### config.mk
export PLATFORM = sky130hd
export DESIGN_NAME = branch_redirect_ctrl
export DESIGN_NICKNAME = d
export VERILOG_FILES = /design/src/rtl/branch_redirect_ctrl.sv
export SDC_FILE = /design/constraint.sdc
export NUM_CORES = 1
export LEC_CHECK = 0
export BUFFER_PORTS_ARGS = -buffer_cell sky130_fd_sc_hd__buf_2
export CAP_MARGIN = 0
export CORE_AREA = 2 2 89 91
export DETAILED_ROUTE_END_ITERATION = 16
export DIE_AREA = 0 0 91 93
export GPL_TIMING_DRIVEN = 0
export PLACE_DENSITY_LB_ADDON = 0.12
export SLEW_MARGIN = 0
export SYNTH_ARGS = -nofsm -noshare
export SYNTH_HDL_FRONTEND = slang
export SYNTH_SLANG_ARGS = --single-unit
### constraint.sdc
create_clock -name clk -period 1.82 [get_ports clk]
set_input_delay 0.546 -clock clk [delete_from_list [all_inputs] [get_ports clk]]
set_output_delay 0.546 -clock clk [all_outputs]
set_load 0.1 [all_outputs]
### src/rtl/branch_redirect_ctrl.sv
// branch_redirect_ctrl
// Control-flow redirection sequencer for a 5-stage core with static
// not-taken prediction. When EX resolves a taken branch or jump, the
// wrong-path IF/ID and ID/EX contents are killed and the target PC is
// offered to fetch over a valid/ready channel. The front end is held
// until fetch accepts. A taken target that is not 4-byte aligned raises
// a one-cycle misalignment pulse instead of redirecting.
//
// Optional feature macro: BR_PERF_CNT_EN
//   defined   -> saturating resolve/redirect performance counters
//   undefined -> no counter flops, o_br_cnt/o_taken_cnt tied to zero
module branch_redirect_ctrl #(
    parameter int XLEN  = 32,
    parameter int CNT_W = 32
) (
    input  logic             clk,
    input  logic             rst_n,
    input  logic             i_ex_valid,
    input  logic             i_ex_branch,
    input  logic             i_ex_jump,
    input  logic             i_ex_br_taken,
    input  logic [XLEN-1:0]  i_ex_target,
    input  logic             i_redir_ready,
    output logic             o_redir_valid,
    output logic [XLEN-1:0]  o_redir_pc,
    output logic             o_flush_if_id,
    output logic             o_flush_id_ex,
    output logic             o_stall_front,
    output logic             o_misalign_exc,
    output logic [CNT_W-1:0] o_br_cnt,
    output logic [CNT_W-1:0] o_taken_cnt
);

    typedef enum logic [0:0] {
        IDLE  = 1'b0,
        REDIR = 1'b1
    } state_t;

    state_t            r_state;
    state_t            w_next_state;
    logic [XLEN-1:0]   r_redir_pc;
    logic              r_misalign_exc;

    logic              w_resolve;
    logic              w_taken;
    logic [XLEN-1:0]   w_tgt;
    logic              w_misaligned;
    logic              w_redir_load;
    logic              w_misalign_set;
    logic              w_resolve_idle;

    // A jump flag always wins over the comparator result, so an instruction
    // marked both branch and jump is handled as an unconditional jump.
    assign w_resolve    = i_ex_valid & (i_ex_branch | i_ex_jump);
    assign w_taken      = w_resolve & (i_ex_jump | i_ex_br_taken);
    assign w_tgt        = {i_ex_target[XLEN-1:1], 1'b0};
    assign w_misaligned = w_tgt[1];

    // Next-state and per-cycle pipeline control decode.
    always_comb begin
        // NOTE: every output of this block gets a default before any branch,
        // so no path leaves a signal unassigned and no latch is inferred.
        w_next_state   = r_state;
        o_flush_if_id  = 1'b0;
        o_flush_id_ex  = 1'b0;
        o_stall_front  = 1'b0;
        w_redir_load   = 1'b0;
        w_misalign_set = 1'b0;
        w_resolve_idle = 1'b0;
        unique case (r_state)
            IDLE: begin
                w_resolve_idle = w_resolve;
                if (w_taken && !w_misaligned) begin
                    o_flush_if_id = 1'b1;
                    o_flush_id_ex = 1'b1;
                    w_redir_load  = 1'b1;
                    w_next_state  = REDIR;
                end else if (w_taken) begin
                    w_misalign_set = 1'b1;
                end
            end
            REDIR: begin
                // EX holds a flushed bubble here, so ex_* inputs are ignored.
                o_flush_if_id = 1'b1;
                o_stall_front = 1'b1;
                if (i_redir_ready) begin
                    w_next_state = IDLE;
                end
            end
            default: w_next_state = IDLE;
        endcase
    end

    // State, redirect PC capture and registered misalignment pulse.
    always_ff @(posedge clk) begin
        // NOTE: reset is synchronous, sampled only on the rising edge; state
        // updates use non-blocking assignments so all flops see pre-edge values.
        if (!rst_n) begin
            r_state        <= IDLE;
            r_redir_pc     <= '0;
            r_misalign_exc <= 1'b0;
        end else begin
            r_state        <= w_next_state;
            r_misalign_exc <= w_misalign_set;
            // PC is only loaded on entry, so it stays stable for the whole handshake.
            if (w_redir_load) begin
                r_redir_pc <= w_tgt;
            end
        end
    end

    assign o_redir_valid  = (r_state == REDIR);
    assign o_redir_pc     = r_redir_pc;
    assign o_misalign_exc = r_misalign_exc;

`ifdef BR_PERF_CNT_EN
    logic [CNT_W-1:0] r_br_cnt;
    logic [CNT_W-1:0] r_taken_cnt;

    // Saturating counters: resolves seen in IDLE and entries into REDIR.
    always_ff @(posedge clk) begin
        if (!rst_n) begin
            r_br_cnt    <= '0;
            r_taken_cnt <= '0;
        end else begin
            if (w_resolve_idle && (r_br_cnt != {CNT_W{1'b1}})) begin
                r_br_cnt <= r_br_cnt + 1'b1;
            end
            if (w_redir_load && (r_taken_cnt != {CNT_W{1'b1}})) begin
                r_taken_cnt <= r_taken_cnt + 1'b1;
            end
        end
    end

    assign o_br_cnt    = r_br_cnt;
    assign o_taken_cnt = r_taken_cnt;
`else
    logic w_unused_resolve_idle;
    assign w_unused_resolve_idle = w_resolve_idle;
    assign o_br_cnt    = '0;
    assign o_taken_cnt = '0;
`endif

endmodule

==> qor.txt, run 1 <==
Slew @ Worst Pin - 0.516 ns
Reg2reg start - o_redir_valid
Synth top area cells - dfxtp_1 (36%), buf_4 (27%), mux2i_1 (16%)
Final setup fails - 0
Pleak - 1.49 nW
Crit path from - i_ex_br_taken
HP Start - o_redir_pc[1]
Commonest cells post-synth - buf_4 (66), nand2_1 (63), dfxtp_1 (33), mux2i_1 (30), clkbuf_1 (5)
FF-to-FF End - o_redir_pc[11]
Synth top area share - 35.8%
Initial drt markers - 43
Finished layout cell area - 0.00270 sq mm
CP Max Fanout - 2
GRT Overall Usage - 9.77%
Initial Util - 24.5%
Crit path cell chain - buf_2, a21o_1, nand2_1, o21bai_4, buf_6
Syn Area/Cell - 8.70 sq um
CTS tree - yes
Die area - 0.00846 sq mm
Final Critical Period - 1.77 ns
Slew HR - 65.6%
Distinct cells, synth - 16
Worst hold path cell count - 2
Ant. Diodes - 0
Drt first pass iters - 4
Clock Latency Late Sink - 0.28 ns
Syn Inst Count - 212
Initial antenna violation count - 0
Crit path required time - 1.27 ns
Row cnt - 32
Final HPWL DP - 3220 microns
Port Buf Inserts - 72
GR Overflow Total - 0
Share of post-route cells with drive strength above 1 - 43.8%
Antenna-violating nets left - 0
RSZ-0062 raised after global routing - no
Clock Pin Slew Worst Setup and Hold Paths - 0.07 ns
Yosys top cell by area - dfxtp_1
Critical Path End Type - primary output
Mapped Area - 0.00184 sq mm
DR DRC count - 0
First-pass GRT wire length - 6550 microns
Startpoint Class - input pin
Post-synthesis register bit count - 33
Family with the most delay on the worst path - buffers and inverters
MaxCap Viol Count - 0
HP Class - flip-flop to flip-flop
WP data arrival - 1.22 ns
FMAX - 566 MHz
R2R depth - 6
Cell with the most instances after synthesis - buf_4
Cts hold-fix bufs - 0
Post-DP Area - 0.00258 sq mm
Dominant synthesized flop cell - dfxtp_1
YS warnings - 0
Via count - 1,540
Final hold violations - 0
Asr flop ratio synth - 0%
H-tree levels - 2
Post-layout nets - 394
Core area - 0.00753 sq mm
CTS Sinks - 33
Die width - 91 microns
DP Cell Count - 450
Post-Route WL - 4160 microns
Tot Pwr - 2.52 mW
Post-synth EDFFs - 0
Post-Layout Cell Count - 458
Number of CTS-inserted buffers - 5
Root Driver - clkbuf_8
Clock tree buffer depth - 2
Final Max Slew Viols - 0
Routability Congestion - 0.713
VDD IR max - 0.320 mV
Hold endpoint - o_redir_pc[1]
Post-synthesis sequential area ratio - 35.8%
Slowest Stage Delay on Critical Path - 0.23 ns
Wire per inst - 9.08 microns
WP buf/inv - 2
Reg2reg setup slack - 0.35 ns
Critical path type - input pin to primary output
Power per cell area - 934 mW/mm^2
Fin crit share - 97.0%
Clock Skews - 0.00343 ns
Largest net degree at the start of global routing - 11
Ports - 140
Die H - 93 microns
Via density - 3.36
Critical path's slowest cell - buf_6
Status - completed
Number of global-route vias before repair - 1,453
Synth-to-Final Area Change - 46.3%
==> routing by layer <==
metal | part of all wire, % | routed length [microns] | global-route usage (%) | up-vias
li1 | - | - | - | 815
met2 | 48 | 2000 | 17.2 | 75
met5 | 0 | 0 | 0 | -
met1 | 41 | 1720 | 10.8 | 644
met4 | 1.7 | 72 | 4.55 | 0
met3 | 8.7 | 361 | 3.06 | 6
==> stage by stage <==
step                utilization [%]  hold WS (ns)  worst slack [ns]  setup TNS, ns
finish                         35.9         0.432            0.0548              0
CTS                            36.1         0.438            0.0103              0
global route                   35.9         0.448           0.00655              0
detailed placement             34.3         0.424            -0.417         -0.545
global placement               34.3         0.415            -0.423         -0.545
floorplan                         -         0.664            0.0223              0
==> timing repair <==
item	in CTS	in global routing
pin swaps	2	2
gates resized for setup	9	1
setup buffers	2	0
endpoints found under the setup margin	2	1
==> tightest hold or removal path, cell delays in order (launching register included) <==
cell     delay, ns
dfxtp_1       0.31
nand2_1       0.05
nor2_1        0.03
==> how the worst max path moves through the flow <==
stage	endpoint	slack [ns]	depth (start not counted)
after global routing	o_flush_if_id	0.007	5
final	o_flush_if_id	0.05	5
after floorplan	o_flush_if_id	0.02	3
after detailed placement	o_flush_id_ex	-0.42	6
after CTS	o_flush_id_ex	0.01	5
after global placement	o_flush_id_ex	-0.42	6
==> sequential cells by signal, summed over array words and instances (netlist names) <==
register	cells
o_redir_pc	31
o_redir_valid	1
o_misalign_exc	1
==> report_power, final <==
part	internal [mW]	switching [mW]
clock network	0.342	0.271
logic	0.204	0.936
registers	0.752	0.0146
==> placed cells by master (no fill, tap or decap), drive strengths merged <==
master and count:
dfxtp 33, buf 144, and3 1, clkinv 1
a21o 1, nor2b 1, nand2 63, o21a 1
clkbuf 12, conb 65, o21bai 1, nor2 2
nor3 1, mux2i 30
==> area by class of cell <==
type / instances / area [sq um]
plain buffers: 75 / 564
clock buffers: 7 / 96.3
clock inverters: 1 / 5.00
fillers: 834 / 4830
multi-input cells: 166 / 847
flip-flops and latches: 33 / 662
well taps: 102 / 128
repair buffers: 74 / 397
==> cell families after synthesis <==
group           synth area share, %
compound gates                 1.22
other cells                   0.203
buf+inv                        32.3
simple gates                   14.2
mux                            16.3
flops                          35.8
Note: power is estimated with default switching activity, not from simulation.
==> inputs of run 2 (changes only) <==
--- a/config.mk
+++ b/config.mk
@@ -5,11 +5,12 @@
 export SDC_FILE = /design/constraint.sdc
 export NUM_CORES = 1
 export LEC_CHECK = 0
+export ABC_AREA = 1
 export BUFFER_PORTS_ARGS = -buffer_cell sky130_fd_sc_hd__buf_2
 export CAP_MARGIN = 0
-export CORE_AREA = 2 2 89 91
+export CORE_AREA = 2 2 90 92
 export DETAILED_ROUTE_END_ITERATION = 16
-export DIE_AREA = 0 0 91 93
+export DIE_AREA = 0 0 92 94
 export GPL_TIMING_DRIVEN = 0
 export PLACE_DENSITY_LB_ADDON = 0.12
 export SLEW_MARGIN = 0
==> qor.txt, run 2 <==
Status - completed (unchanged)
Int Pwr - 1.39 mW (was 1.30 mW)
Via count - 1,703 (was 1,540)
YS warnings - 0 (unchanged)
CP Capture Point - o_flush_id_ex (was o_flush_if_id)
DR DRC count - 0 (unchanged)
Root Driver - clkbuf_8 (unchanged)
FMAX - 560 MHz (was 566 MHz)
GRT Overall Usage - 9.58% (was 9.77%)
Clock Skews - 0.00925 ns (was 0.00343 ns)
Synth-to-Final Area Change - 50.0% (was 46.3%)
Most frequent cells in the layout - buf_2 (72), buf_4 (70), conb_1 (65) (was buf_2 (72), buf_4 (68), conb_1 (65))
Number of global-route vias before repair - 1,419 (was 1,453)
Core area - 0.00761 sq mm (was 0.00753 sq mm)
Post-DP Area - 0.00265 sq mm (was 0.00258 sq mm)
R2R depth - 6 (unchanged)
Cell with the most instances after synthesis - buf_4 (unchanged)
HP Class - flip-flop to flip-flop (unchanged)
Dominant synthesized flop cell - dfxtp_1 (unchanged)
Clock Pin Slew Worst Setup and Hold Paths - 0.08 ns (was 0.07 ns)
Crit path required time - 1.27 ns (about the same)
Die width - 92 microns (was 91 microns)
Most common cell after layout, fill and taps aside - buf_2 (unchanged)
Share of post-route cells with drive strength above 1 - 39.0% (was 43.8%)
First-pass GRT wire length - 6550 microns (unchanged)
Simple-gate share of the synthesized area - 27.0% (was 14.2%)
Ports - 140 (unchanged)
Fin crit share - 98.1% (was 97.0%)
Combinational power share - 47.5% (was 45.3%)
Post-Synth XOR/XNOR Area - 0% (unchanged)
Post-layout nets - 461 (was 394)
Crit path cell chain - buf_4, nand2_8, nand2_4, nand4_4, buf_6, clkinvlp_4, buf_12 (was buf_2, a21o_1, nand2_1, o21bai_4, buf_6)
Slew HR - 65.0% (was 65.6%)
Synth top area cells - dfxtp_1 (35%), buf_4 (26%), nand2_1 (13%) (was dfxtp_1 (36%), buf_4 (27%), mux2i_1 (16%))
Post-synthesis sequential area ratio - 35.1% (was 35.8%)
Sw Pwr - 1.39 mW (was 1.22 mW)
Syn Area/Cell - 6.79 sq um (was 8.70 sq um)
Final Critical Period - 1.78 ns (was 1.77 ns)
Post-Route WL - 4320 microns (was 4160 microns)
VDD IR max - 0.373 mV (was 0.320 mV)
CTS tree - yes (unchanged)
MaxCap Viol Count - 0 (unchanged)
Antenna-violating nets left - 0 (unchanged)
Wire per inst - 8.24 microns (was 9.08 microns)
CP Max Fanout - 2 (unchanged)
Clock power frac - 24.1% (was 24.3%)
Clock tree buffer depth - 2 (unchanged)
Slew @ Worst Pin - 0.524 ns (was 0.516 ns)
Port Buf Inserts - 72 (unchanged)
Finished layout cell area - 0.00282 sq mm (was 0.00270 sq mm)
Distinct cells, synth - 16 (unchanged)
Via density - 3.24 (was 3.36)
Die area - 0.00865 sq mm (was 0.00846 sq mm)
Number of CTS-inserted buffers - 5 (unchanged)
Post-synthesis register bit count - 33 (unchanged)
Ant. Diodes - 0 (unchanged)
Reg2reg start - o_redir_valid (unchanged)
Initial Util - 24.7% (was 24.5%)
GR Overflow Total - 0 (unchanged)
Clock Latency Late Sink - 0.29 ns (was 0.28 ns)
Largest net degree at the start of global routing - 11 (unchanged)
Critical Path End Type - primary output (unchanged)
Max FFs per register - 31 (unchanged)
Syn Inst Count - 277 (was 212)
Largest family of logic cells by synthesized area - buffers and inverters (unchanged)
Drt first pass iters - 3 (was 4)
Yosys top cell by area - dfxtp_1 (unchanged)
Synth Area in Adders - 0% (unchanged)
Setup TNS - 0 ns (unchanged)
Synth top area share - 35.1% (was 35.8%)
H-tree levels - 2 (unchanged)
Pleak - 1.78 nW (was 1.49 nW)
Hold_ws - 0.455 ns (was 0.432 ns)
Critical path type - input pin to primary output (unchanged)
Initial antenna violation count - 0 (unchanged)
Slowest Stage Delay on Critical Path - 0.16 ns (was 0.23 ns)
Post-synth EDFFs - 0 (unchanged)
Initial drt markers - 38 (was 43)
Row cnt - 32 (unchanged)
Die H - 94 microns (was 93 microns)
Reg2reg setup slack - 0.64 ns (was 0.35 ns)
WP data arrival - 1.24 ns (was 1.22 ns)
Startpoint Class - input pin (unchanged)
Crit path from - i_ex_br_taken (unchanged)
Power per cell area - 983 mW/mm^2 (was 934 mW/mm^2)
RSZ-0062 raised after global routing - no (unchanged)
Complex-gate fraction of the synthesized area - 0.665% (was 1.22%)
Mapped Area - 0.00188 sq mm (was 0.00184 sq mm)
Routability Congestion - 0.668 (was 0.713)
Commonest cells post-synth - buf_4 (66), nand2_1 (65), nor2_1 (60), inv_1 (35), dfxtp_1 (33) (was buf_4 (66), nand2_1 (63), dfxtp_1 (33), mux2i_1 (30), clkbuf_1 (5))
Final HPWL DP - 3340 microns (was 3220 microns)
FF-to-FF End - o_redir_pc[5] (was o_redir_pc[11])
Final Max Slew Viols - 0 (unchanged)
CTS Sinks - 33 (unchanged)
Critical path's slowest cell - buf_12 (was buf_6)
Final hold violations - 0 (unchanged)
Switching portion of total power - 50.0% (was 48.5%)
Flop pwr share - 28.4% (was 30.4%)
Asr flop ratio synth - 0% (unchanged)
Tot Pwr - 2.77 mW (was 2.52 mW)
Final setup fails - 0 (unchanged)
Mux contribution to synthesized area - 0% (was 16.3%)
==> run 2: timing repair <==
action / 4_1_cts / 5_1_grt
pin swaps: 1 / 0
buffers inserted: 2 / 0
gates resized for setup: 11 / 4
endpoints found under the setup margin: 2 / 2
endpoints found under the hold margin: 0 / 0
hold buffers: 0 / 0
==> run 2: power groups by stage <==
stage | clock network [mW] | logic (mW) | registers, mW
6_report | 0.669 | 1.32 | 0.788
5_1_grt | 0.729 | 1.37 | 0.793
4_1_cts | 0.704 | 1.32 | 0.788
3_5_place_dp | 0 | 1.30 | 0.804
3_3_place_gp | 0 | 1.30 | 0.803
2_1_floorplan | 0 | 0.855 | 1.13
==> run 2: logic make-up after synthesis <==
family          Yosys count
simple gates            129
buf+inv                 112
flops                    33
compound gates            2
other cells               1
==> run 2: worst min-delay path by stage <==
stage	cells past startpoint	end	slack [ns]	start
after detailed placement	2	o_redir_pc[1]	0.44	o_redir_pc[1]
final	2	o_redir_pc[1]	0.45	o_redir_pc[1]
after global placement	2	o_redir_pc[1]	0.44	o_redir_pc[1]
after global routing	3	o_redir_pc[14]	0.47	i_ex_target[14]
after floorplan	2	o_redir_valid	0.67	o_redir_valid
after CTS	2	o_redir_pc[1]	0.46	o_redir_pc[1]
==> run 2: stage by stage <==
stage	cells	utilization, %	setup slack [ns]
3_5_place_dp	515	34.8	-0.398
2_1_floorplan	341	-	-0.0582
4_1_cts	525	36.9	0.000877
3_3_place_gp	515	34.8	-0.411
6_report	525	37.1	0.0351
5_1_grt	525	37.1	0.00597
==> run 2: worst max-delay path: cells and delay by family <==
kind | cells | cell delay (ns)
buffers and inverters | 4 | 0.48
and+or+nand+nor | 3 | 0.22
==> run 2: layout make-up <==
type / instances / area, sq um
timing repair buffer: 74 / 410
inverter: 36 / 141
fill: 837 / 4780
multi-input combinational: 196 / 800
sequential: 33 / 664
tap: 102 / 128
buffer: 76 / 568
clock buffer: 8 / 111
==> run 2: metal layers <==
layer | vias up | part of all wire [%] | global-route usage, %
li1 | 955 | - | -
met1 | 666 | 41 | 11.3
met2 | 80 | 47 | 15.5
met3 | 2 | 11 | 4.17
met4 | 0 | 0.56 | 3.36
met5 | - | 0 | 0
